### src/rtl/VX_gpu_pkg.sv
// Shared GPU core types: branch response record and the core-level sizing defaults.
package VX_gpu_pkg;

  localparam int CFG_NUM_BLOCKS = 2;
  localparam int CFG_NUM_WARPS  = 8;
  localparam int NW_WIDTH       = 3;
  localparam int PC_WIDTH       = 32;

  typedef struct packed {
    logic [NW_WIDTH-1:0] wid;
    logic                taken;
    logic [PC_WIDTH-1:0] dest;
  } branch_rsp_t;

  localparam int BRANCH_RSP_W = $bits(branch_rsp_t);

endpackage

### src/rtl/vx_branch_rsp_fifo.sv
// Per-block branch response FIFO; an empty FIFO presents its push data
// combinationally so a lone resolution reaches the output register next cycle.
module vx_branch_rsp_fifo #(
  parameter int W     = 8,
  parameter int DEPTH = 8
) (
  input  logic         clk,
  input  logic         reset,
  input  logic         push,
  input  logic [W-1:0] din,
  input  logic         pop,
  output logic         valid,
  output logic [W-1:0] dout
);
  localparam int AW = (DEPTH > 1) ? $clog2(DEPTH) : 1;

  logic [W-1:0]  mem [DEPTH];
  logic [AW-1:0] wr_ptr, rd_ptr;
  logic [AW:0]   count;
  logic          empty, full, bypass, do_push, do_pop;

  assign empty   = (count == '0);
  assign full    = (count == (AW+1)'(DEPTH));
  // pushed and consumed in the same cycle: never stored
  assign bypass  = empty && push && pop;
  assign do_push = push && !bypass;
  assign do_pop  = pop && !empty;
  assign valid   = !empty || push;
  assign dout    = empty ? din : mem[rd_ptr];

  function automatic logic [AW-1:0] inc(input logic [AW-1:0] p);
    return (p == AW'(DEPTH-1)) ? '0 : p + 1'b1;
  endfunction

  always_ff @(posedge clk) begin
    if (reset) begin
      wr_ptr <= '0;
      rd_ptr <= '0;
      count  <= '0;
    end else begin
      assert (!(push && full));
      if (do_push) begin
        mem[wr_ptr] <= din;
        wr_ptr      <= inc(wr_ptr);
      end
      if (do_pop) rd_ptr <= inc(rd_ptr);
      case ({do_push, do_pop})
        2'b10:   count <= count + 1'b1;
        2'b01:   count <= count - 1'b1;
        default: ;
      endcase
    end
  end
endmodule

### src/rtl/vx_branch_resolve_unit.sv
// Collects branch resolutions from all ALU blocks, serializes them round-robin
// into one PC-update stream and tracks per-warp pending branches.
// Optional perf counters enabled by defining VX_BRANCH_PERF_EN.
module vx_branch_resolve_unit
  import VX_gpu_pkg::*;
#(
  parameter int NUM_BLOCKS = CFG_NUM_BLOCKS,
  parameter int NUM_WARPS  = CFG_NUM_WARPS
) (
  input  logic                           clk,
  input  logic                           reset,
  input  logic [NUM_BLOCKS-1:0]          br_valid_in,
  input  logic [NUM_BLOCKS*NW_WIDTH-1:0] br_wid_in,
  input  logic [NUM_BLOCKS-1:0]          br_taken_in,
  input  logic [NUM_BLOCKS*PC_WIDTH-1:0] br_dest_in,
  input  logic                           issue_valid,
  input  logic [NW_WIDTH-1:0]            issue_wid,
  output logic                           upd_valid,
  output logic [NW_WIDTH-1:0]            upd_wid,
  output logic                           upd_taken,
  output logic [PC_WIDTH-1:0]            upd_pc,
  input  logic                           upd_ready,
  output logic [NUM_WARPS-1:0]           pending_mask
`ifdef VX_BRANCH_PERF_EN
  ,
  output logic [63:0]                    perf_taken,
  output logic [63:0]                    perf_not_taken
`endif
);
  localparam int BW = (NUM_BLOCKS > 1) ? $clog2(NUM_BLOCKS) : 1;

  branch_rsp_t [NUM_BLOCKS-1:0] head;
  logic [NUM_BLOCKS-1:0]        head_valid, pop;
  logic [BW-1:0]                rr_ptr, sel;
  logic                         sel_found, load, fire;
  logic [NUM_WARPS-1:0]         set_mask, clr_mask;

  for (genvar i = 0; i < NUM_BLOCKS; i++) begin : g_blk
    branch_rsp_t rsp_in;
    assign rsp_in = '{wid:   br_wid_in[i*NW_WIDTH +: NW_WIDTH],
                      taken: br_taken_in[i],
                      dest:  br_dest_in[i*PC_WIDTH +: PC_WIDTH]};

    vx_branch_rsp_fifo #(.W(BRANCH_RSP_W), .DEPTH(NUM_WARPS)) u_fifo (
      .clk   (clk),
      .reset (reset),
      .push  (br_valid_in[i]),
      .din   (rsp_in),
      .pop   (pop[i]),
      .valid (head_valid[i]),
      .dout  (head[i])
    );
  end

  // Walk from the farthest candidate back to rr_ptr so the nearest valid wins.
  always_comb begin
    int            k;
    logic [BW-1:0] kk;
    sel       = rr_ptr;
    sel_found = 1'b0;
    k         = 0;
    kk        = '0;
    for (int j = NUM_BLOCKS-1; j >= 0; j--) begin
      k = int'(rr_ptr) + j;
      if (k >= NUM_BLOCKS) k = k - NUM_BLOCKS;
      kk = BW'(k);
      if (head_valid[kk]) begin
        sel       = kk;
        sel_found = 1'b1;
      end
    end
  end

  assign fire     = upd_valid && upd_ready;
  assign load     = sel_found && (!upd_valid || upd_ready);
  assign pop      = load ? (NUM_BLOCKS'(1) << sel) : '0;
  assign set_mask = issue_valid ? (NUM_WARPS'(1) << issue_wid) : '0;
  assign clr_mask = fire ? (NUM_WARPS'(1) << upd_wid) : '0;

  always_ff @(posedge clk) begin
    if (reset) begin
      upd_valid    <= 1'b0;
      upd_wid      <= '0;
      upd_taken    <= 1'b0;
      upd_pc       <= '0;
      rr_ptr       <= '0;
      pending_mask <= '0;
    end else begin
      // a warp may re-issue in the very cycle its previous branch retires
      assert (!(issue_valid && pending_mask[issue_wid] && !(fire && upd_wid == issue_wid)));
      if (load) begin
        upd_valid <= 1'b1;
        upd_wid   <= head[sel].wid;
        upd_taken <= head[sel].taken;
        upd_pc    <= head[sel].dest;
        rr_ptr    <= (sel == BW'(NUM_BLOCKS-1)) ? '0 : sel + 1'b1;
      end else if (upd_ready) begin
        upd_valid <= 1'b0;
      end
      pending_mask <= (pending_mask & ~clr_mask) | set_mask;
    end
  end

`ifdef VX_BRANCH_PERF_EN
  always_ff @(posedge clk) begin
    if (reset) begin
      perf_taken     <= '0;
      perf_not_taken <= '0;
    end else if (fire) begin
      if (upd_taken) perf_taken     <= perf_taken + 64'd1;
      else           perf_not_taken <= perf_not_taken + 64'd1;
    end
  end
`endif
endmodule

### config.mk
export PLATFORM = sky130hd
export DESIGN_NAME = vx_branch_resolve_unit
export DESIGN_NICKNAME = d
export VERILOG_FILES = /design/src/rtl/VX_gpu_pkg.sv /design/src/rtl/vx_branch_rsp_fifo.sv /design/src/rtl/vx_branch_resolve_unit.sv
export SDC_FILE = /design/constraint.sdc
export NUM_CORES = 1
export LEC_CHECK = 0
export BUFFER_PORTS_ARGS = -buffer_cell sky130_fd_sc_hd__buf_2
export CORE_MARGIN = 4
export CORE_UTILIZATION = 50
export DETAILED_ROUTE_END_ITERATION = 10
export PLACE_DENSITY = 0.73
export SYNTH_ARGS = -nofsm -noshare
export SYNTH_HDL_FRONTEND = slang
export SYNTH_SLANG_ARGS = --single-unit
### constraint.sdc
create_clock -name clk -period 10.4 [get_ports clk]
set_input_delay 1.04 -clock clk [delete_from_list [all_inputs] [get_ports clk]]
set_output_delay 1.04 -clock clk [all_outputs]
set_load 0.02 [all_outputs]
==> results of run 1 <==
[kinds of logic after synthesis]
| family | count (synthesis) | synth area share |
|---|---|---|
| flip-flops | 648 | 0.7394 |
| multiplexers | 226 | 0.1640 |
| AND/OR/NAND/NOR | 157 | 0.03254 |
| AO/OA/AOI/OAI | 151 | 0.04290 |
| buffers and inverters | 76 | 0.01422 |
| adder cells (fa/ha/maj) | 12 | 0.005925 |
| XOR/XNOR | 3 | 0.001037 |
[registers in the layout (all words and copies together) (netlist names), named ones only]
register and flops:
rr_ptr 1, g_blk.u_fifo.wr_ptr 6, upd_pc 32, g_blk.u_fifo.count 8
upd_taken 1, pending_mask 8, g_blk.u_fifo.rd_ptr 6, g_blk.u_fifo.mem 576
upd_valid 1, upd_wid 3
[worst max-delay path, stage by stage]
cell	delay, ps
buf_2	90
inv_1	110
a21oi_1	470
o31a_2	250
clkinv_1	280
nor3_2	960
buf_4	560
[worst min path at each step]
stage,depth (start not counted),end,startpoint
after floorplan,2,g_blk[0].u_fifo.wr_ptr[0],g_blk[0].u_fifo.wr_ptr[0]
after global placement,2,pending_mask[0],pending_mask[0]
after detailed placement,2,pending_mask[0],pending_mask[0]
after CTS,2,pending_mask[0],pending_mask[0]
after global routing,2,pending_mask[0],pending_mask[0]
final,2,pending_mask[0],pending_mask[0]
[synthesized netlist by cell type (3+ instances only)]
cell type  count
a22oi_2       14
buf_4          3
nor2_1        28
nand3b_1       4
a31oi_1       37
or3_1          4
ha_1          12
nor2b_1        7
nand2_1       58
buf_1          7
nand2b_1      11
nand3_1        7
mux2_2        73
edfxtp_1     576
a22oi_1       58
mux4_2       144
nor4_1         5
nor3_1        11
o21ai_0       14
dfxtp_1       72
clkbuf_1      37
nor4b_1        7
buf_6          5
xor2_1         3
a21oi_1       18
buf_2         21
or2_2          3
mux2i_1        9
[routing by layer]
metal | track usage | vias to the layer above | wire (um)
met5 | 0 | - | 7
met4 | 0.05099 | 2 | 981
met3 | 0.03768 | 88 | 4179
met2 | 0.3534 | 569 | 28730
met1 | 0.2946 | 6912 | 22730
li1 | - | 5574 | -
[where the power goes]
group	switching (W)	internal (W)	total (W)
Combinational	0.000799	0.000608	0.00141
Sequential	0.000194	0.00302	0.00322
Clock	0.000948	0.00132	0.00227
[layout make-up]
class | instances | area [um2]
clock buffers | 96 | 1938
diodes | 1 | 2.502
clock inverters | 23 | 151.4
well taps | 672 | 840.8
repair buffers | 154 | 843.3
fillers | 3594 | 21270
flip-flops and latches | 648 | 18760
inverters | 3 | 11.26
multi-input cells | 549 | 6359
[metrics by stage]
| step | hold slack, ps | area, um2 | std cells |
|---|---|---|---|
| floorplan | 470.3 | 25340 | 1273 |
| global placement | 454.6 | 26810 | 2026 |
| detailed placement | 458.8 | 26810 | 2026 |
| CTS | 466.9 | 28900 | 2145 |
| global route | 512.7 | 28900 | 2145 |
| finish | 464.8 | 28900 | 2146 |
==> qor.yml, run 1 <==
slew-limit-headroom: 0.1702
layout_commonest_cell: "edfxtp_1"
cts_buffers: 66
h-tree-depth: 3
clock_latency_ps: 570
yosys.area.top_type: "edfxtp_1"
final_core_util: 0.5761
core_area_um2: 50170
ys.flop_type: "edfxtp_1"
drv_slew: 0
hold_class: "flip-flop to flip-flop"
timing.final.ws_setup_ps: 6798
worstReg2RegStart: "g_blk[1].u_fifo.count[1]"
reg2regPathDepth: 10
p_leak_nw: 9.143
dp_worst_setup_slack_ps: 6161
arrival_ps: 3820
startpoint_type: "input port"
gr-total-overflow: 0
drive_above_1_share: 0.3530
p_total_w: 0.006896
path_max_fanout: 26
grt_pass1_vias: 13710
ys_warn_count: 0
cp_data_required_time_ps: 10610
drt-total-wl_um: 56630
dieHeight_um: 233.1
yosysTopAreaCellShare: 0.6825
grtUsageTotal: 0.2118
cts-root-buf: "clkbuf_16"
synthCells: 1273
tns_ps: 0
layout_common_cells: "576 x edfxtp_1, 144 x mux4_2, 125 x buf_2, 73 x mux2_2, 69 x clkbuf_16"
initial_core_util: 0.5051
place_congestion: 0.7746
antenna_found_initial: 1
detail-route-antenna-nets: 0
rows: 82
grt_max_degree: 78
firstDrtPassIters: 6
power_density_nw_per_um2: 238.6
synth_seq_cells: 648
setup_viol_count_final: 0
synth_edf_count: 576
syn_avg_cell_area_um2: 19.91
cts_sinks: 648
synth.cell_area_um2: 25340
syn_to_final_growth_pct: 14.05
clk_pin_slew_ps: 60
dieWidth_um: 233.1
dp_hpwl_um: 31290
synth_nets: 1366
die_area_um2: 54350
cp-end-kind: "flip-flop"
synth.area.top_cells: "edfxtp_1 68%, mux4_2 13%, dfxtp_1 5.7%"
async_flop_share: 0
post_cts_buffers: 0
status: "complete, no violations"
rrSetupSlack_ps: 6820
vdd_drop_max_mv: 0.1125
rsz0062_at_grt: "no"
portBuffers: 125
fin_crit_ps: 3602
critical_path_class: "input port to flip-flop"
hold_violations: 0
cts_hold_buffers: 0
drt_iter0_drc: 1433
io_pins: 126
vias: 13150
clk_path_buf_depth: 3
seq_area_frac_synth: 0.7394
grt_pass1_wl_um: 85950
ctsResizeCount: 0
skew_ps: 16.71
max_freq_mhz: 277.6
cts_tree: "yes"
reg2reg_to: "g_blk[0].u_fifo.count[3]"
viasPerCell: 6.125
nets: 1515
tightestPinTransition_ps: 1245
synth.distinct_cells: 46
cp-startpoint: "br_valid_in[0]"
maxCapViolCount: 0
drc_errors: 0
final.period_utilization: 0.3464
crit_end: "g_blk[1].u_fifo.mem[2][1]"
wire_per_inst_um: 26.39
Power figures use the tool's default switching activity.
==> run 2: changes to the inputs <==
==> constraint.sdc (replaced) <==
create_clock -name clk -period 3.7 [get_ports clk]
set_input_delay 0.37 -clock clk [delete_from_list [all_inputs] [get_ports clk]]
set_output_delay 0.37 -clock clk [all_outputs]
set_load 0.02 [all_outputs]
==> run 2 against run 1 <==
- clock power grew to 2.7 times the previous value
- largest cell class unchanged
- critical path depth grew 3
- hold slack lost 430 ps
- non-clock buffer count grew 12
- first-iteration DRC count shrank 3.3%
- utilization grew 0.33 points
- via count shrank 0.90%
- cell area grew 0.58%
- count of clock-buffer cells in the layout shrank 6
- flip-flop and latch count is the same
==> qor.yml, run 2 (synthesized netlist as in run 1, its figures left out) <==
cp_data_required_time_ps: 4210
largestRegisters: "g_blk.u_fifo.mem x576, upd_pc x32"
power_density_nw_per_um2: 663.8
post_cts_buffers: 0
arrival_ps: 3800
critical_path_class: "flip-flop to flip-flop"
dp_hpwl_um: 32330
grt_pass1_vias: 13370
cts_tree: "yes"
slew-limit-headroom: 0.2273
final_core_util: 0.5794
h-tree-depth: 2
syn_to_final_growth_pct: 14.71
cts_hold_buffers: 0
fill_cells: 3603
cts_buffers: 61
detail-route-antenna-nets: 0
die_area_um2: 54350
dieHeight_um: 233.1
whs_ps: 33.72
drt_iter0_drc: 1386
hold_class: "input port to flip-flop"
ctsResizeCount: 0
skew_ps: 30.35
cts-root-buf: "clkbuf_16"
path_max_fanout: 9
drv_slew: 0
clk_path_buf_depth: 3
setup_viol_count_final: 0
io_pins: 126
vdd_drop_max_mv: 0.5638
switchingPower_w: 0.005406
antenna_found_initial: 4
seqPwrFrac: 0.469
sw_frac_of_total: 0.2801
gr-total-overflow: 0
fin_crit_ps: 3292
initial_core_util: 0.5051
combPwrFrac: 0.209
p_total_w: 0.01930
cp-end-kind: "flip-flop"
top_register: "g_blk.u_fifo.mem"
drive_above_1_share: 0.3572
tightestPinTransition_ps: 1159
grtUsageTotal: 0.2051
clock_latency_ps: 620
drc_errors: 0
p_leak_nw: 9.185
vias: 13030
core_area_um2: 50170
rsz0062_at_grt: "no"
cts_sinks: 648
hold_violations: 0
layout_commonest_cell: "edfxtp_1"
layout_common_cells: "576 x edfxtp_1, 144 x mux4_2, 125 x buf_2, 73 x mux2_2, 66 x dfxtp_1"
drt-total-wl_um: 55240
dieWidth_um: 233.1
wire_per_inst_um: 25.63
firstDrtPassIters: 5
rows: 82
status: "complete, no violations"
multi_input_area_um2: 6386
maxCapViolCount: 0
final.period_utilization: 0.8897
grt_max_degree: 70
max_freq_mhz: 303.8
viasPerCell: 6.045
register_area_um2: 18760
nets: 1522
largest_reg_flops: 576
grt_pass1_wl_um: 83290
clk_pin_slew_ps: 60
place_congestion: 0.7601
clkPwrFrac: 0.323
internal_power_w: 0.01389
startpoint_type: "flip-flop"
portBuffers: 125
run 2: cell types whose count changed in the layout (fill, tap and decap cells not counted), sizes merged:
| cell | delta |
|---|---|
| buf | +12 |
| clkbuf | -6 |
| bufinv | +3 |
| inv | -3 |
| clkinv | +1 |
| clkinvlp | +1 |
| diode | +1 |
run 2: layout make-up:
type                            count  share of cell area
Tap cell                          672             0.02892
Sequential cell                   648              0.6452
Antenna cell                        2           0.0001722
Multi-Input combinational cell    549              0.2197
Clock buffer                       90             0.06146
Clock inverter                     25            0.008608
Inverter                            3           0.0003874
Timing Repair Buffer              166             0.03555
run 2: metal layers:
metal,part of all wire,vias up,GRT usage
li1,-,5591,-
met1,0.41,6797,0.2924
met2,0.49,544,0.3272
met3,0.083,91,0.04524
met4,0.021,4,0.05118
met5,0.00060,-,0
run 2: stage by stage:
step / TNS (ps) / cell area [um2] / setup WS, ps / cells
3_5_place_dp: 0 / 27030 / 434.6 / 2038
6_report: 0 / 29070 / 408.2 / 2155
5_1_grt: 0 / 29070 / 151.2 / 2155
3_3_place_gp: 0 / 27030 / 535.1 / 2038
4_1_cts: 0 / 29060 / 417.3 / 2153
2_1_floorplan: -72640 / 25360 / -629.6 / 1273
run 2: power groups by stage:
stage | Sequential, W | Clock (W) | Combinational (W)
after floorplan | 0.00910 | 0 | 0.00274
after global placement | 0.00918 | 0 | 0.00393
after detailed placement | 0.00921 | 0 | 0.00401
after CTS | 0.00906 | 0.00632 | 0.00404
after global routing | 0.00910 | 0.00667 | 0.00434
final | 0.00904 | 0.00622 | 0.00403
run 2: worst max-delay path, cell delays in order (launching register included):
cell and delay, ps:
dfxtp_1 480, nor4_2 90, buf_4 160, a21oi_1 450, o31a_2 250, clkinv_1 280, ha_1 460, or2_2 350
nand2b_1 160, mux2i_1 150, mux2_2 350
run 2: final timing paths:
path                            startpoint                       end  slack (ps)  cells past startpoint
setup / recovery  g_blk[0].u_fifo.count[1]  g_blk[1].u_fifo.count[3]         410                     10
hold / removal                issue_wid[0]           pending_mask[3]          30                      3
setup reg to reg  g_blk[0].u_fifo.count[1]  g_blk[1].u_fifo.count[3]         410                     10
hold reg to reg            pending_mask[0]           pending_mask[0]         470                      2
==> run 3: changes to the inputs <==
--- a/config.mk
+++ b/config.mk
@@ -5,6 +5,7 @@
 export SDC_FILE = /design/constraint.sdc
 export NUM_CORES = 1
 export LEC_CHECK = 0
+export ABC_AREA = 1
 export BUFFER_PORTS_ARGS = -buffer_cell sky130_fd_sc_hd__buf_2
 export CORE_MARGIN = 4
 export CORE_UTILIZATION = 50
==> run 3 against run 2 <==
- sequential share of layout area fell by 1.8 points
- maximum frequency rose by 28%
- critical path type unchanged
- critical endpoint is now g_blk[0].u_fifo.mem[4][23]
- largest cell class unchanged
- combinational power rose by 44%
==> qor.yml, run 3 <==
status: "complete, no violations"
viasPerCell: 5.570
core_area_um2: 52550
synth_edf_count: 576
antenna_found_initial: 5
initial_core_util: 0.5058
reg2reg_to: "g_blk[0].u_fifo.mem[4][23]"
nets: 2536
power_density_nw_per_um2: 690.1
rsz0062_at_grt: "no"
internal_power_w: 0.01360
critical_path_class: "flip-flop to flip-flop"
hold_end: "g_blk[0].u_fifo.mem[2][23]"
drv_slew: 0
syn_to_final_growth_pct: 12.52
firstDrtPassIters: 7
max_freq_mhz: 389.1
hold_start: "br_dest_in[23]"
clk_pin_slew_ps: 70
cts_sinks: 648
clock_latency_ps: 620
io_pins: 126
grt_max_degree: 145
setup_viol_count_final: 0
place_congestion: 0.9311
vias: 17740
drive_above_1_share: 0.1304
maxCapViolCount: 0
cts_hold_buffers: 0
top_register: "g_blk.u_fifo.mem"
async_flop_share: 0
cts_buffers: 60
synth.distinct_cells: 32
path_max_fanout: 19
h-tree-depth: 2
slew-limit-headroom: 0.3828
skew_ps: 17.59
yosys-top-cells-count: "747 x nand2_1, 576 x edfxtp_1, 485 x nand3_1"
detail-route-antenna-nets: 0
largestRegisters: "g_blk.u_fifo.mem x576, upd_pc x32"
gr-total-overflow: 0
synth.cell_area_um2: 26580
yosysTopAreaCellShare: 0.6507
die_area_um2: 56920
clkPwrFrac: 0.295
cts-root-buf: "clkbuf_16"
layout.cells.non_filler: 3185
largest_reg_flops: 576
grt_pass1_wl_um: 98690
dp_cells: 3069
syn_avg_cell_area_um2: 11.30
rrSetupSlack_ps: 1130
grt_pass1_vias: 17290
dp_hpwl_um: 39570
drt_iter0_drc: 2073
reg2regPathDepth: 10
fin_crit_ps: 2570
vdd_drop_max_mv: 0.6058
fill_cells: 4256
hold_class: "input port to flip-flop"
combPwrFrac: 0.281
ctsResizeCount: 0
cp_data_required_time_ps: 4030
min_path_cells: 1
multi_input_area_um2: 7118
dieWidth_um: 238.6
synthCells: 2353
ys_warn_count: 0
ys.flop_type: "edfxtp_1"
grtUsageTotal: 0.2208
hold_violations: 0
tns_ps: 0
cp-end-kind: "flip-flop"
synth.most_common_cell: "nand2_1"
p_leak_nw: 11.00
post_cts_buffers: 0
drc_errors: 0
arrival_ps: 2900
register_area_um2: 18750
synth.area.top_cells: "edfxtp_1 65%, nand2_1 11%, nand3_1 9.1%"
yosys.area.top_type: "edfxtp_1"
wire_per_inst_um: 19.93
tightestPinTransition_ps: 925.8
layout_common_cells: "747 x nand2_1, 576 x edfxtp_1, 485 x nand3_1, 125 x buf_2, 92 x a21oi_1"
drt-total-wl_um: 63480
switchingPower_w: 0.007038
final.period_utilization: 0.6946
sw_frac_of_total: 0.3410
dieHeight_um: 238.6
cts_tree: "yes"
portBuffers: 125
seq_area_frac_synth: 0.7049
worstReg2RegStart: "g_blk[0].u_fifo.count[0]"
synth_nets: 2446
startpoint_type: "flip-flop"
rows: 84
seqPwrFrac: 0.424
clk_path_buf_depth: 3
synth_seq_cells: 648
layout_commonest_cell: "nand2_1"
run 3: worst max-delay path by stage:
stage | startpoint | end | cells past startpoint
final | g_blk[0].u_fifo.count[0] | g_blk[0].u_fifo.mem[4][23] | 10
after CTS | g_blk[1].u_fifo.count[0] | g_blk[1].u_fifo.mem[5][10] | 10
after global placement | upd_ready | g_blk[0].u_fifo.mem[4][25] | 11
after detailed placement | upd_ready | g_blk[1].u_fifo.mem[5][14] | 11
after global routing | g_blk[1].u_fifo.count[0] | g_blk[1].u_fifo.count[2] | 16
after floorplan | upd_valid | g_blk[1].u_fifo.mem[0][0] | 9
run 3: routing by layer:
metal  part of all wire  track usage
met1               0.41       0.3067
met2               0.47       0.3569
met3              0.083      0.04419
met4              0.028      0.06719
met5                  0            0
run 3: worst max-delay path, cell delays in order, from the launching register on:
cell     delay, ps
dfxtp_1        360
nor2_2         190
nand3_4        130
nand2_4         90
a21oi_4         40
nand2_1         60
nand2_1        180
nor2_1         180
nand2_1        250
nor2_4         540
buf_12         240
run 3: final cells by class:
cell class,instances,area share
timing repair buffer,165,0.03472
tap,688,0.02878
inverter,47,0.006066
multi-input combinational,1521,0.2380
sequential,648,0.6268
clock buffer,76,0.05464
clock inverter,36,0.01063
antenna,4,0.0003347
run 3: cell families (layout without fill, tap and decap cells):
group	after synthesis	in the layout	synth area share
adder cells (fa/ha/maj)	12	12	0.005648
AND/OR/NAND/NOR	1353	1353	0.2235
XOR/XNOR	2	2	0.0006591
AO/OA/AOI/OAI	154	154	0.03347
other	0	4	0
flip-flops	648	648	0.7049
buffers and inverters	184	324	0.03182
run 3: metrics by stage:
| stage | total power, W | hold slack (ps) | instance area (um2) | setup slack [ps] | utilization |
|---|---|---|---|---|---|
| final | 0.02064 | 46.25 | 29910 | 1130 | 0.5691 |
| after global placement | 0.01448 | 465.1 | 27950 | 1100 | 0.5318 |
| after floorplan | 0.01301 | 461.5 | 26580 | 432.9 | - |
| after CTS | 0.02071 | 14.47 | 29900 | 1123 | 0.5690 |
| after global routing | 0.02176 | 33.04 | 29910 | 874.1 | 0.5691 |
| after detailed placement | 0.01466 | 471.5 | 27950 | 1029 | 0.5318 |
run 3: power by group through the flow:
stage	sequential (W)	clock [W]	combinational (W)
after floorplan	0.00896	0	0.00405
after global placement	0.00889	0	0.00558
after detailed placement	0.00891	0	0.00575
after CTS	0.00876	0.00618	0.00578
after global routing	0.00880	0.00650	0.00646
final	0.00876	0.00608	0.00579
